$ cat config.mk
export PLATFORM = sky130hd
export DESIGN_NAME = aes_mix_columns_engine
export DESIGN_NICKNAME = d
export VERILOG_FILES = /design/src/rtl/aes_mix_columns_engine.sv
export SDC_FILE = /design/constraint.sdc
export NUM_CORES = 1
export LEC_CHECK = 0
export BUFFER_PORTS_ARGS = -buffer_cell sky130_fd_sc_hd__buf_2
export CORE_UTILIZATION = 41
export DETAILED_ROUTE_END_ITERATION = 6
export GPL_TIMING_DRIVEN = 1
export PLACE_DENSITY = 0.69
export SLEW_MARGIN = 5
export SYNTH_ARGS = -nofsm -noshare
export SYNTH_HDL_FRONTEND = slang
export SYNTH_SLANG_ARGS = --single-unit
$ cat constraint.sdc
create_clock -name clk -period 2.6 [get_ports clk]
set_clock_uncertainty 0.15 [all_clocks]
set_input_delay 0.13 -clock clk [delete_from_list [all_inputs] [get_ports clk]]
set_output_delay 0.13 -clock clk [all_outputs]
set_load 0.05 [all_outputs]
$ cat src/rtl/aes_mix_columns_engine.sv
`default_nettype none
// ============================================================================
// aes_mix_columns_engine : AES MixColumns over valid/ready, COLS_PER_CYCLE cols/clk
// Optional inverse via MIXCOL_INV_EN.            Revision: 1.0
// ============================================================================
module aes_mix_columns_engine #(
    parameter int unsigned COLS_PER_CYCLE = 1
) (
    input  logic         clk,
    input  logic         rst_n,
    input  logic         in_valid,
    output logic         in_ready,
    input  logic [127:0] in_data,
    output logic         out_valid,
    input  logic         out_ready,
    output logic [127:0] out_data
`ifdef MIXCOL_INV_EN
    ,
    input  logic         inv
`endif
);

    generate
        if (!(COLS_PER_CYCLE == 1 || COLS_PER_CYCLE == 2 || COLS_PER_CYCLE == 4)) begin : g_bad_cols
            $fatal(1, "aes_mix_columns_engine: COLS_PER_CYCLE must be 1, 2 or 4");
        end
    endgenerate

    localparam logic [1:0] c_cnt_step = 2'(COLS_PER_CYCLE);
    localparam logic [1:0] c_cnt_last = 2'(4 - COLS_PER_CYCLE);

    typedef enum logic [1:0] {
        S_IDLE = 2'd0,
        S_BUSY = 2'd1,
        S_DONE = 2'd2
    } state_e;

    state_e         state_q;
    logic [1:0]     cnt_q;
    logic [127:0]   data_q;
    logic [127:0]   data_d;
    logic           in_ready_q;
    logic           out_valid_q;
    logic [1:0]     col_idx;
    logic           w_inv;

`ifdef MIXCOL_INV_EN
    logic           inv_q;
    assign w_inv = inv_q;
`else
    assign w_inv = 1'b0;
`endif

    function automatic logic [7:0] xtime(input logic [7:0] x);
        return {x[6:0], 1'b0} ^ (x[7] ? 8'h1B : 8'h00);
    endfunction

    // Multiples are built from a shared xtime chain; the inverse coefficients
    // 9/B/D/E are XOR combinations of x, 2x, 4x and 8x.
    function automatic logic [31:0] mix_column(input logic [31:0] col, input logic inv_sel);
        logic [7:0] a  [4];
        logic [7:0] x2 [4];
        logic [7:0] x3 [4];
        logic [7:0] x4 [4];
        logic [7:0] x8 [4];
        logic [7:0] x9 [4];
        logic [7:0] xb [4];
        logic [7:0] xd [4];
        logic [7:0] xe [4];
        for (int i = 0; i < 4; i++) begin
            a[i]  = col[31 - 8 * i -: 8];
            x2[i] = xtime(a[i]);
            x3[i] = x2[i] ^ a[i];
            x4[i] = xtime(x2[i]);
            x8[i] = xtime(x4[i]);
            x9[i] = x8[i] ^ a[i];
            xb[i] = x8[i] ^ x2[i] ^ a[i];
            xd[i] = x8[i] ^ x4[i] ^ a[i];
            xe[i] = x8[i] ^ x4[i] ^ x2[i];
        end
        if (inv_sel) begin
            return {xe[0] ^ xb[1] ^ xd[2] ^ x9[3],
                    x9[0] ^ xe[1] ^ xb[2] ^ xd[3],
                    xd[0] ^ x9[1] ^ xe[2] ^ xb[3],
                    xb[0] ^ xd[1] ^ x9[2] ^ xe[3]};
        end
        return {x2[0] ^ x3[1] ^ a[2]  ^ a[3],
                a[0]  ^ x2[1] ^ x3[2] ^ a[3],
                a[0]  ^ a[1]  ^ x2[2] ^ x3[3],
                x3[0] ^ a[1]  ^ a[2]  ^ x2[3]};
    endfunction

    // Lanes touch disjoint columns, so each can read the unmodified register.
    always_comb begin
        data_d  = data_q;
        col_idx = '0;
        for (int k = 0; k < int'(COLS_PER_CYCLE); k++) begin
            col_idx = cnt_q + 2'(k);
            data_d[(3 - int'(col_idx)) * 32 +: 32] =
                mix_column(data_q[(3 - int'(col_idx)) * 32 +: 32], w_inv);
        end
    end

    always_ff @(posedge clk or negedge rst_n) begin
        if (!rst_n) begin
            state_q     <= S_IDLE;
            cnt_q       <= 2'd0;
            data_q      <= '0;
            in_ready_q  <= 1'b1;
            out_valid_q <= 1'b0;
`ifdef MIXCOL_INV_EN
            inv_q       <= 1'b0;
`endif
        end else begin
            case (state_q)
                S_IDLE: begin
                    if (in_valid) begin
                        data_q     <= in_data;
                        cnt_q      <= 2'd0;
                        in_ready_q <= 1'b0;
                        state_q    <= S_BUSY;
`ifdef MIXCOL_INV_EN
                        inv_q      <= inv;
`endif
                    end
                end
                S_BUSY: begin
                    data_q <= data_d;
                    cnt_q  <= cnt_q + c_cnt_step;
                    if (cnt_q == c_cnt_last) begin
                        out_valid_q <= 1'b1;
                        state_q     <= S_DONE;
                    end
                end
                S_DONE: begin
                    if (out_ready) begin
                        out_valid_q <= 1'b0;
                        in_ready_q  <= 1'b1;
                        state_q     <= S_IDLE;
                    end
                end
                default: begin
                    out_valid_q <= 1'b0;
                    in_ready_q  <= 1'b1;
                    state_q     <= S_IDLE;
                end
            endcase
        end
    end

    assign in_ready  = in_ready_q;
    assign out_valid = out_valid_q;
    assign out_data  = data_q;

endmodule
`default_nettype wire

==> impl_metrics.py <==
metrics = {
    "floorplan": {
        "die_w_um": 138,
        "ios": 262,
        "dieArea_um2": 19100,
        "core_um2": 18100,
        "initial_core_util": 0.421,
        "fp.dieH_um": 138,
        "rows": 49,
    },
    "logic_synthesis": {
        "synth.top_cells.by_area": "dfrtp_1 44%, o22ai_1 11%, mux4_2 9.5%",
        "synth_cell_types": 29,
        "ys_ff_latch": 134,
        "synth_nets": 894,
        "synth-seq-area-share": 0.440,
        "synth_top_area_frac": 0.437,
        "async_flop_share": 1.00,
        "synth_edf_count": 0,
        "synth.avg_cell_area_um2": 10.0,
        "synth_top_cell_by_area": "dfrtp_1",
        "yosysWarnings": 0,
        "netlist_area_um2": 7620,
        "synthFlopType": "dfrtp_1",
        "netlist_instances": 758,
    },
    "setup_path": {
        "end_kind": "flop",
        "path_max_fanout": 16,
        "critPathKind": "flop to flop",
        "critPathLaunchType": "flop",
        "worstPathRequired_ns": 2.75,
        "arrival_ns": 2.70,
    },
    "cts": {
        "root_buffer": "clkbuf_16",
        "cts_tree": "yes",
        "numCtsBuffers": 17,
        "clk_pin_slew_ns": 0.06,
        "clk_latency_ns": 0.43,
        "cts_max_level": 4,
        "cts.sinks": 134,
        "cts_buffer_depth": 2,
    },
    "placed_design": {
        "routabilityCongestion": 0.899,
        "port_buffers": 261,
        "post_dp_cell_area_um2": 9430,
        "hpwl_mm": 20.7,
    },
    "min_path": {
        "min-delay-path-class": "primary input to async pin",
    },
    "grt": {
        "grt_pass1_wl_mm": 47.7,
        "grt_antenna_before_repair": 1,
        "overflow": 0,
        "grt_pass1_vias": 8428,
        "grt_max_degree": 130,
        "grtUsageTotal": 0.327,
    },
    "timing": {
        "finalHoldViolCount": 0,
        "max_freq_mhz": 392,
        "hold_slack_ns": 0.117,
        "finalSetupTns_ns": 0,
        "relSlewSlack": 0.236,
        "fin_crit_sh": 0.982,
        "max_slew.worst_pin.slew_ns": 1.14,
        "rsz0062_at_grt": "true",
        "fin_crit_ns": 2.55,
        "slew_violations": 0,
        "setup_viol": 0,
    },
    "cells_and_area": {
        "drive_above_1_share": 0.358,
        "fill_cells": 1378,
        "areaGrowthSynthToFinish_pct": 51.7,
        "final_cell_area_um2": 11600,
        "final_core_util": 0.639,
        "nets": 1304,
    },
    "detailed_routing": {
        "drtPass1Iterations": 7,
        "drt_iter0_drc": 703,
        "vias": 8291,
        "drcViolationCount": 30,
        "post_drt_wl_per_cell_um": 22.2,
        "wl_mm": 31.3,
        "via_per_inst": 5.88,
        "ant_nets": 0,
    },
    "flow_run": {
        "max-cap-violations": 0,
    },
    "run_status": {
        "status": "complete, but fails checks",
        "violations": "DRC",
    },
}
==> layout by cell type, fill, tap and decap left out, types with 2 or more instances in the layout <==
cell type / instances
nand2b_1: 2
buf_4: 54
buf_2: 260
nor2_1: 131
o22ai_1: 128
clkbuf_1: 4
xor2_4: 3
inv_1: 2
nand4b_1: 2
xnor2_4: 2
nand2_1: 6
xor2_2: 5
a21oi_4: 4
clkbuf_16: 18
mux4_2: 32
clkinvlp_4: 4
nand4_1: 2
buf_12: 5
ha_1: 4
a21oi_1: 131
dlygate4sd3_1: 132
xor2_1: 12
clkinv_2: 4
xnor2_2: 25
o21ai_0: 2
a21o_1: 4
a22o_1: 2
xnor2_1: 58
dfrtp_1: 132
==> routing by layer <==
layer | wire length, um | GRT usage | share of wire
met4 | 1280 | 0.156 | 0.041
met1 | 12000 | 0.413 | 0.38
met5 | 0 | 0 | 0
met3 | 2840 | 0.0682 | 0.091
met2 | 15200 | 0.537 | 0.48
==> stage by stage <==
| stage | setup slack (ns) | cells |
|---|---|---|
| 2_1_floorplan | 0.243 | 758 |
| 3_3_place_gp | 0.0405 | 1235 |
| 3_5_place_dp | -0.0180 | 1235 |
| 4_1_cts | 0.00301 | 1398 |
| 5_1_grt | -0.0250 | 1410 |
| 6_report | 0.0472 | 1410 |
==> state kept, by name, indices dropped and copies added, names as in the netlist <==
signal     count
in_ready       1
cnt_q          2
out_valid      1
state_q        2
out_data     128
==> cell usage after synthesis, types with 2 or more instances <==
library cell and n:
xnor2_2 8, inv_1 2, clkbuf_1 53, dfrtp_1 133, a22o_1 2, nand2_1 6, xor2_2 5, a21o_1 4
a21oi_1 135, o22ai_1 128, buf_2 4, o21ai_0 2, buf_6 4, xor2_1 14, mux4_2 32, nor2_1 131
nand4_1 2, ha_1 4, xnor2_4 2, nand4b_1 2, nand2b_1 3, xnor2_1 75
==> logic make-up (layout without fill, tap and decap cells) <==
kind of cell,count (synthesis),in the layout,share of synthesized area
fa+ha+maj,4,4,0.00657
flops,134,134,0.440
xor+xnor,106,106,0.144
compound gates,272,272,0.202
buf+inv,64,486,0.0366
other cells,0,1,0
mux,32,32,0.0946
simple gates,146,146,0.0754
==> what timing repair did <==
item                       in CTS  in global routing
resized for setup               3                 18
hold endpoints to repair      266                  0
hold buffers                  132                  0
pin swaps                       0                  6
gates cloned                    0                  1
buffers inserted                0                 10
setup endpoints to repair       7                 61
==> layout make-up <==
cell class	instances	area, um^2	area share
Sequential cell	134	3360	0.290
Clock buffer	22	454	0.0393
Tap cell	229	287	0.0248
Multi-Input combinational cell	560	4200	0.364
Inverter	2	7.51	0.000650
Antenna cell	1	2.50	0.000217
Timing Repair Buffer	453	3160	0.274
Clock inverter	9	80.1	0.00693
==> worst max-delay path: stages, from the launching register on <==
cell     delay, ns
dfrtp_2       0.43
buf_12        0.19
buf_4         0.13
mux4_2        0.59
xnor2_2       0.32
xnor2_1       0.18
xnor2_1       0.17
buf_4         0.18
o22ai_1       0.09
==> final timing paths <==
kind	start	to	slack [ns]	cells after the start
max in group asynchronous	rst_n	out_data[115]$_DFFE_PN0P_	0.67	3
hold reg to reg	in_ready$_DFFE_PN1P_	in_ready$_DFFE_PN1P_	0.39	2
min in group clk	out_ready	in_ready$_DFFE_PN1P_	0.34	4
hold / removal	rst_n	out_data[90]$_DFFE_PN0P_	0.12	3
setup / recovery	cnt_q[0]$_DFFE_PN0P_	out_data[122]$_DFFE_PN0P_	0.05	8
setup reg to reg	cnt_q[0]$_DFFE_PN0P_	out_data[122]$_DFFE_PN0P_	0.05	8
Power is not shown: default switching activity piles up to over one toggle a cycle in this logic, so the estimate is an artifact.
